===== config.mk =====
export PLATFORM = sky130hd
export DESIGN_NAME = brick_obs_ser
export DESIGN_NICKNAME = d
export VERILOG_FILES = /design/src/rtl/brick_obs_ser.sv
export SDC_FILE = /design/constraint.sdc
export NUM_CORES = 1
export LEC_CHECK = 0
export CORE_ASPECT_RATIO = 0.7
export CORE_MARGIN = 2
export CORE_UTILIZATION = 47
export CTS_CLUSTER_DIAMETER = 150
export DETAILED_ROUTE_END_ITERATION = 8
export GPL_TIMING_DRIVEN = 0
export HOLD_SLACK_MARGIN = 0.03
export PLACE_DENSITY = 0.71
export SLEW_MARGIN = 20
export SYNTH_ARGS = -nofsm -noshare
export SYNTH_HDL_FRONTEND = slang
export SYNTH_SLANG_ARGS = --single-unit

===== constraint.sdc =====
create_clock -name clk -period 1.9 [get_ports clk]
set_clock_uncertainty 0.05 [all_clocks]
set_input_delay 0.19 -clock clk [delete_from_list [all_inputs] [get_ports clk]]
set_output_delay 0.19 -clock clk [all_outputs]
set_load 0.02 [all_outputs]

===== src/rtl/brick_obs_ser.sv =====
// Observation serializer for logic bricks: captures a parallel word and shifts it out MSB-first.
// Optional even-parity trailer bit is enabled by defining BRICK_OBS_PARITY_EN.
module brick_obs_ser #(
  parameter int WIDTH = 8,
  parameter int DIV   = 4
) (
  input  logic             clk,
  input  logic             rst,
  input  logic             CELV,
  input  logic             CELG,
  input  logic             SUB,
  input  logic             req,
  input  logic [WIDTH-1:0] din,
  output logic             busy,
  output logic             done,
  output logic             sdo,
  output logic             sframe,
  output logic             sstb
);

  typedef enum logic [1:0] {
    IDLE  = 2'd0,
    SHIFT = 2'd1,
    DONE  = 2'd2
  } state_t;

`ifdef BRICK_OBS_PARITY_EN
  localparam int NB = WIDTH + 1;

  function automatic logic parity_f(input logic [WIDTH-1:0] d);
    return ^d;
  endfunction
`else
  localparam int NB = WIDTH;
`endif

  localparam logic [4:0] DIV_LAST = 5'(DIV - 1);
  localparam logic [5:0] BIT_LAST = 6'(NB - 1);

  state_t          state_r, state_nxt_s;
  logic [NB-1:0]   sh_r, sh_nxt_s, cap_s, shifted_s;
  logic [4:0]      div_r, div_nxt_s;
  logic [5:0]      bit_r, bit_nxt_s;
  logic            busy_nxt_s, done_nxt_s, sdo_nxt_s, sframe_nxt_s, sstb_nxt_s;
  logic            unused_supply_s;

  // Supply pins exist only so the brick can be placed like its neighbours.
  assign unused_supply_s = ^{CELV, CELG, SUB};

`ifdef BRICK_OBS_PARITY_EN
  assign cap_s = {din, parity_f(din)};
`else
  assign cap_s = din;
`endif

  assign shifted_s = sh_r << 1;

  // Next-state and next-output logic; outputs are computed one cycle ahead and registered.
  always_comb begin
    state_nxt_s  = state_r;
    sh_nxt_s     = sh_r;
    div_nxt_s    = div_r;
    bit_nxt_s    = bit_r;
    busy_nxt_s   = 1'b0;
    done_nxt_s   = 1'b0;
    sdo_nxt_s    = 1'b0;
    sframe_nxt_s = 1'b0;
    sstb_nxt_s   = 1'b0;
    case (state_r)
      IDLE: begin
        if (req) begin
          state_nxt_s  = SHIFT;
          sh_nxt_s     = cap_s;
          div_nxt_s    = 5'd0;
          bit_nxt_s    = 6'd0;
          busy_nxt_s   = 1'b1;
          sframe_nxt_s = 1'b1;
          sdo_nxt_s    = cap_s[NB-1];
          sstb_nxt_s   = (DIV_LAST == 5'd0);
        end else begin
          state_nxt_s  = IDLE;
        end
      end
      SHIFT: begin
        if (div_r == DIV_LAST) begin
          div_nxt_s = 5'd0;
          if (bit_r == BIT_LAST) begin
            state_nxt_s = DONE;
            sh_nxt_s    = '0;
            bit_nxt_s   = 6'd0;
            done_nxt_s  = 1'b1;
          end else begin
            // Bit period boundary: present the next bit at the start of its period.
            sh_nxt_s     = shifted_s;
            bit_nxt_s    = bit_r + 6'd1;
            busy_nxt_s   = 1'b1;
            sframe_nxt_s = 1'b1;
            sdo_nxt_s    = shifted_s[NB-1];
            sstb_nxt_s   = (DIV_LAST == 5'd0);
          end
        end else begin
          div_nxt_s    = div_r + 5'd1;
          busy_nxt_s   = 1'b1;
          sframe_nxt_s = 1'b1;
          sdo_nxt_s    = sh_r[NB-1];
          sstb_nxt_s   = ((div_r + 5'd1) == DIV_LAST);
        end
      end
      DONE: begin
        state_nxt_s = IDLE;
      end
      default: begin
        state_nxt_s = IDLE;
        sh_nxt_s    = '0;
        div_nxt_s   = 5'd0;
        bit_nxt_s   = 6'd0;
      end
    endcase
  end

  // State, counters, shift register and registered outputs; async reset discards any frame.
  always_ff @(posedge clk or posedge rst) begin
    if (rst) begin
      state_r <= IDLE;
      sh_r    <= '0;
      div_r   <= 5'd0;
      bit_r   <= 6'd0;
      busy    <= 1'b0;
      done    <= 1'b0;
      sdo     <= 1'b0;
      sframe  <= 1'b0;
      sstb    <= 1'b0;
    end else begin
      state_r <= state_nxt_s;
      sh_r    <= sh_nxt_s;
      div_r   <= div_nxt_s;
      bit_r   <= bit_nxt_s;
      busy    <= busy_nxt_s;
      done    <= done_nxt_s;
      sdo     <= sdo_nxt_s;
      sframe  <= sframe_nxt_s;
      sstb    <= sstb_nxt_s;
    end
  end

endmodule

==> Yosys cells after proc, flatten, opt, wreduce, memory -nomap -nowiden <==
Cells that the tools add are included.
{ "word_totals": {"input_bits": 14, "register_bits": 25, "output_inout_bits": 5, "word_cells": 51} }
{ "classes": {"n_mux": 28, "n_eq_ne": 8, "n_reduce_logical": 4, "bitwise_logic": 1, "addsub": 2} }
{ "op_table": {"columns": ["operator", "count"], "rows": [
  ["$mux 8", 3],
  ["$pmux 8 s3", 1],
  ["$mux 6", 3],
  ["$pmux 6 s3", 1],
  ["$pmux 5 s3", 1],
  ["$mux 1", 12],
  ["$eq 5x2->1 const B", 2],
  ["$mux 5", 2],
  ["$add 6x1->6 const B", 1],
  ["$eq 6x3->1 const B", 1],
  ["$ne 2x2->1 const B", 3],
  ["$add 5x1->5 const B", 1],
  ["$mux 2", 2],
  ["$pmux 1 s2", 2],
  ["$pmux 2 s2", 1],
  ["$reduce_and 2->1", 2],
  ["$reduce_and 3->1", 1],
  ["$eq 2x1->1 const B", 1],
  ["$eq 2x2->1 const B", 1],
  ["$logic_not 2->1", 1],
  ["$not 1->1", 1]
]} }

==> Depth between registers and ports, before layout <==
{ "depth": {"depth_word": 4, "ltp_mapped": 7, "depth_no_buf": 5} }

==> Worst setup path after synthesis <==
Ideal clock, no wire load.
{ "synth_timing": {"path_type": "register -> register", "from": "register div_r[0]", "to": "register bit_r[3]", "arrival_ns": 1.646, "setup_time_ns": 0.095, "path_stages_with_launch": 7, "required_time_ns": 1.755, "slack_ns": 0.108, "period_less_slack_ns": 1.792, "cell_sequence": "dfrtp_1 > ha_1 > buf_2 > nor4b_4 > o22ai_2 > or3_4 > o31ai_1"} }
{ "synth_between": {"elab_chain_len": 3} }
{ "synth_lines": {"columns": ["element", "line_no", "source"], "rows": [
  ["start: declaration", "42", "logic [4:0] div_r, div_nxt_s;"],
  ["start signal: assignment", "136", "div_r <= div_nxt_s;"],
  ["$eq 5x2->1", "85", "if (div_r == DIV_LAST) begin"],
  ["$ne 2x2->1 (no source line)", null, null],
  ["$reduce_and 3->1 (no source line)", null, null],
  ["end signal: assignment", "137", "bit_r <= bit_nxt_s;"],
  ["end: declaration", "43", "logic [5:0] bit_r, bit_nxt_s;"]
]} }
Every way passes these cells.
A chain may end at the register's enable or synchronous reset.

==> Worst setup path after layout <==
{ "layout_timing": {"from": "register bit_r[0]", "to": "register sh_r[1]"} }
{ "layout_between": {"elab_chain_len": 4} }
{ "layout_lines": {"columns": ["element", "line_no", "source"], "rows": [
  ["$eq 6x3->1", "87", "if (bit_r == BIT_LAST) begin"],
  ["$mux 8", "87", null],
  ["$mux 8", "85", null],
  ["$pmux 8 s3", "69", "case (state_r)"],
  ["end signal: assignment", "135", "sh_r <= sh_nxt_s;"],
  ["end: declaration", "41", "logic [NB-1:0] sh_r, sh_nxt_s, cap_s, shifted_s;"]
]} }
Every way passes these cells. The select of a mux whose other input is x is not followed.

==> reports/metrics.csv <==
stage,metric,value,unit
placed_design,place_hpwl,1890,um
sta,rsz0062_at_grt,yes,
critical_path,path_class,reg2reg,
critical_path,cp-end-kind,register,
detailed_routing,ant_nets,0,
status,status,completed,
cts,htree_levels,1,
worst_hold_path,hp-class,in2async,
floorplanning,die_h,47.9,um
synthesis,synth_cell_types,31,
synthesis,netlist_instances,137,
final_layout,final_common_cell,dfrtp_1,
flow_run,cap_violations,0,
sta,period_share,96.2,%
critical_path,cp_num_buf_inv,1,
grt,grtUsageTotal,20.0,%
critical_path,worstReg2RegEnd,sh_r[1]$_DFFE_PP0P_,
final_layout,diodes,0,
cts,clk_pin_slew,90,ps
sta,finalHoldWorstSlack,377,ps
detailed_routing,dr.first_iter.drc_count,78,
floorplanning,ioPinCount,19,
sta,worst_pin_slew,947,ps
grt,grt_pass1_wl,4580,um
sta,maxSlewHeadroom,36.8,%
synthesis,synth_area_per_cell,9.44,um^2
sta,max_freq,0.547,GHz
cts,clk_latency,270,ps
critical_path,worstPathMaxFanout,10,
final_layout,area_growth_syn_to_layout,24.7,%
synthesis,synth_seq_cells,25,
power_and_ir_drop,p_per_area,1170,nW/um^2
grt,grt_overflow,0,
critical_path,path_cells,ha_1 > nand2_1 > nor4_4 > clkbuf_4 > o22ai_1 > a22o_1,
detailed_routing,drc,0,
critical_path,critPathTopFamily,simple AND/OR/NAND/NOR gates,
sta,drv_slew,0,
critical_path,timing.rr.start,bit_r[0]$_DFFE_PP0P_,
critical_path,slowest_delay,390,ps
sta,tns,0,ps
detailed_routing,routed_wl,2830,um
synthesis,ys_warn_count,0,
cts,cts_tree,done,
critical_path,start_kind,register,
detailed_routing,vias,1097,
power_and_ir_drop,max-vdd-ir-drop,0.628,mV
floorplanning,fp.coreArea,2530,um^2
grt,grt_pass1_vias,1008,
placed_design,gp_congestion,0.824,
cts,root_buffer,clkbuf_8,
detailed_routing,wire_per_inst,14.4,um
sta,min_period,1830,ps
detailed_routing,viasPerCell,5.60,
synthesis,syn-cell-area,1290,um^2
critical_path,slowest_stage,dfrtp_1,
floorplanning,dieArea,3200,um^2
critical_path,reg2reg_depth,6,
synthesis,synth_seq_area_share,48.4,%
critical_path,worstPathRequired,2010,ps
floorplanning,initial_core_util,51.1,%
grt,grt_max_degree,26,
synthesis,syn-num-nets,154,
floorplanning,fp.dieW,66.7,um
detailed_routing,drt_pass1_iterations,5,
critical_path,ff2ff_setup_slack,70,ps
final_layout,drive_gt1_share,13.6,%
cts,cts_buffer_depth,2,
critical_path,cp.arrival,1940,ps
sta,hold_viol,0,
cts,cts_made_buffers,3,
floorplanning,rows,15,
final_layout,mostFrequentLayoutCells,"dfrtp_1 (25), nand2_1 (16), clkdlybuf4s50_1 (15)",
sta,setup_violations,0,
power_and_ir_drop,leakagePower,0.727,nW
placed_design,port_buffers,15,
cts,clock_sinks,25,
final_layout,nets,180,
grt,antenna_found_initial,0,
## how the worst max path moves through the flow
| stage | startpoint | endpoint | slack (ps) | depth (start not counted) |
|---|---|---|---|---|
| floorplan | div_r[0]$_DFFE_PP0P_ | bit_r[3]$_DFFE_PP0P_ | 110 | 6 |
| detailed placement | bit_r[0]$_DFFE_PP0P_ | sh_r[1]$_DFFE_PP0P_ | -130 | 6 |
| CTS | div_r[0]$_DFFE_PP0P_ | sdo$_DFF_PP0_ | 7 | 6 |
| global placement | bit_r[0]$_DFFE_PP0P_ | sh_r[1]$_DFFE_PP0P_ | -90 | 6 |
| global route | bit_r[0]$_DFFE_PP0P_ | sh_r[1]$_DFFE_PP0P_ | -20 | 6 |
| finish | bit_r[0]$_DFFE_PP0P_ | sh_r[1]$_DFFE_PP0P_ | 70 | 6 |
## through the flow
stage          total power [mW]  setup slack (ps)  instance area [um^2]  util, %  std cells
2_1_floorplan              1.29               108                  1290        -        137
6_report                   1.89              73.0                  1610     63.7        196
3_5_place_dp               1.47              -134                  1490     58.7        186
3_3_place_gp               1.43             -91.1                  1490     58.7        186
5_1_grt                    2.02             -22.4                  1610     63.7        196
4_1_cts                    1.83              6.61                  1560     61.6        192
## cell families (layout without fill, tap and decap cells)
kind of cell | after synthesis | in the layout | share of synthesized area [%]
buffers and inverters | 23 | 48 | 7.45
adders and majority gates | 3 | 3 | 2.90
DFF | 25 | 25 | 48.4
AOI/OAI and AO/OA | 39 | 39 | 21.0
and+or+nand+nor | 45 | 45 | 19.0
xor gates and xnor gates | 2 | 2 | 1.35
## timing repair
action / 4_1_cts / 5_1_grt
cloned: 0 / 0
endpoints found under the setup margin: 14 / 18
gates resized for setup: 2 / 8
pin swaps: 1 / 1
buffers inserted: 2 / 4
hold buffers: 0 / 0
## synthesized netlist by cell type (all sizes together)
library cell  number  share of area [%]
o31ai              2                1.2
or4                1               0.58
or3                2                1.4
and3               5                2.4
o22ai              8                4.4
ha                 3                2.9
nand3b             1               0.58
nor2               6                1.7
a31oi              1               0.48
nor3               2               0.77
nand4              2               0.97
o211ai             2                1.2
nand2b             3                1.5
nor4b              1                1.8
o41ai              2                1.4
clkbuf             4                1.2
o21ai             10                3.9
xnor2              2                1.4
nand3              3                1.2
a21oi              3                1.2
nor4               1               0.48
buf                6                2.5
inv               13                3.8
dfrtp             25                 48
nor2b              2               0.97
a311oi             4                2.7
a22o               7                4.7
nand2             16                4.6
## report_power, final
part	total (mW)	internal [mW]	switching [mW]	leakage, nW
Combinational	0.756	0.379	0.377	0.394
Clock	0.317	0.150	0.166	0.0228
Sequential	0.815	0.691	0.124	0.310
Total	1.89	1.22	0.668	0.727
## flip-flops by register name, indices dropped and copies added (netlist names)
name / cells
sdo: 1
state_r: 2
sh_r: 8
sframe: 1
done: 1
sstb: 1
bit_r: 6
div_r: 5
## layout make-up
type                       count  area (um^2)
timing repair buffer          21          195
tap                           34         42.5
inverter                      13         48.8
clock buffer                   4         45.0
multi-input combinational     89          602
fill                         215          921
buffer                        10         53.8
sequential                    25          626
## per-layer routing
metal  track usage, %  vias to the layer above  part of all wire (%)
met5                0                        -                     0
met3             5.88                        6                   5.5
li1                 -                      537                     -
met2             29.8                       35                    44
met4             6.12                        0                  0.85
met1             28.6                      519                    49
Note: power is estimated with default switching activity, not from simulation.
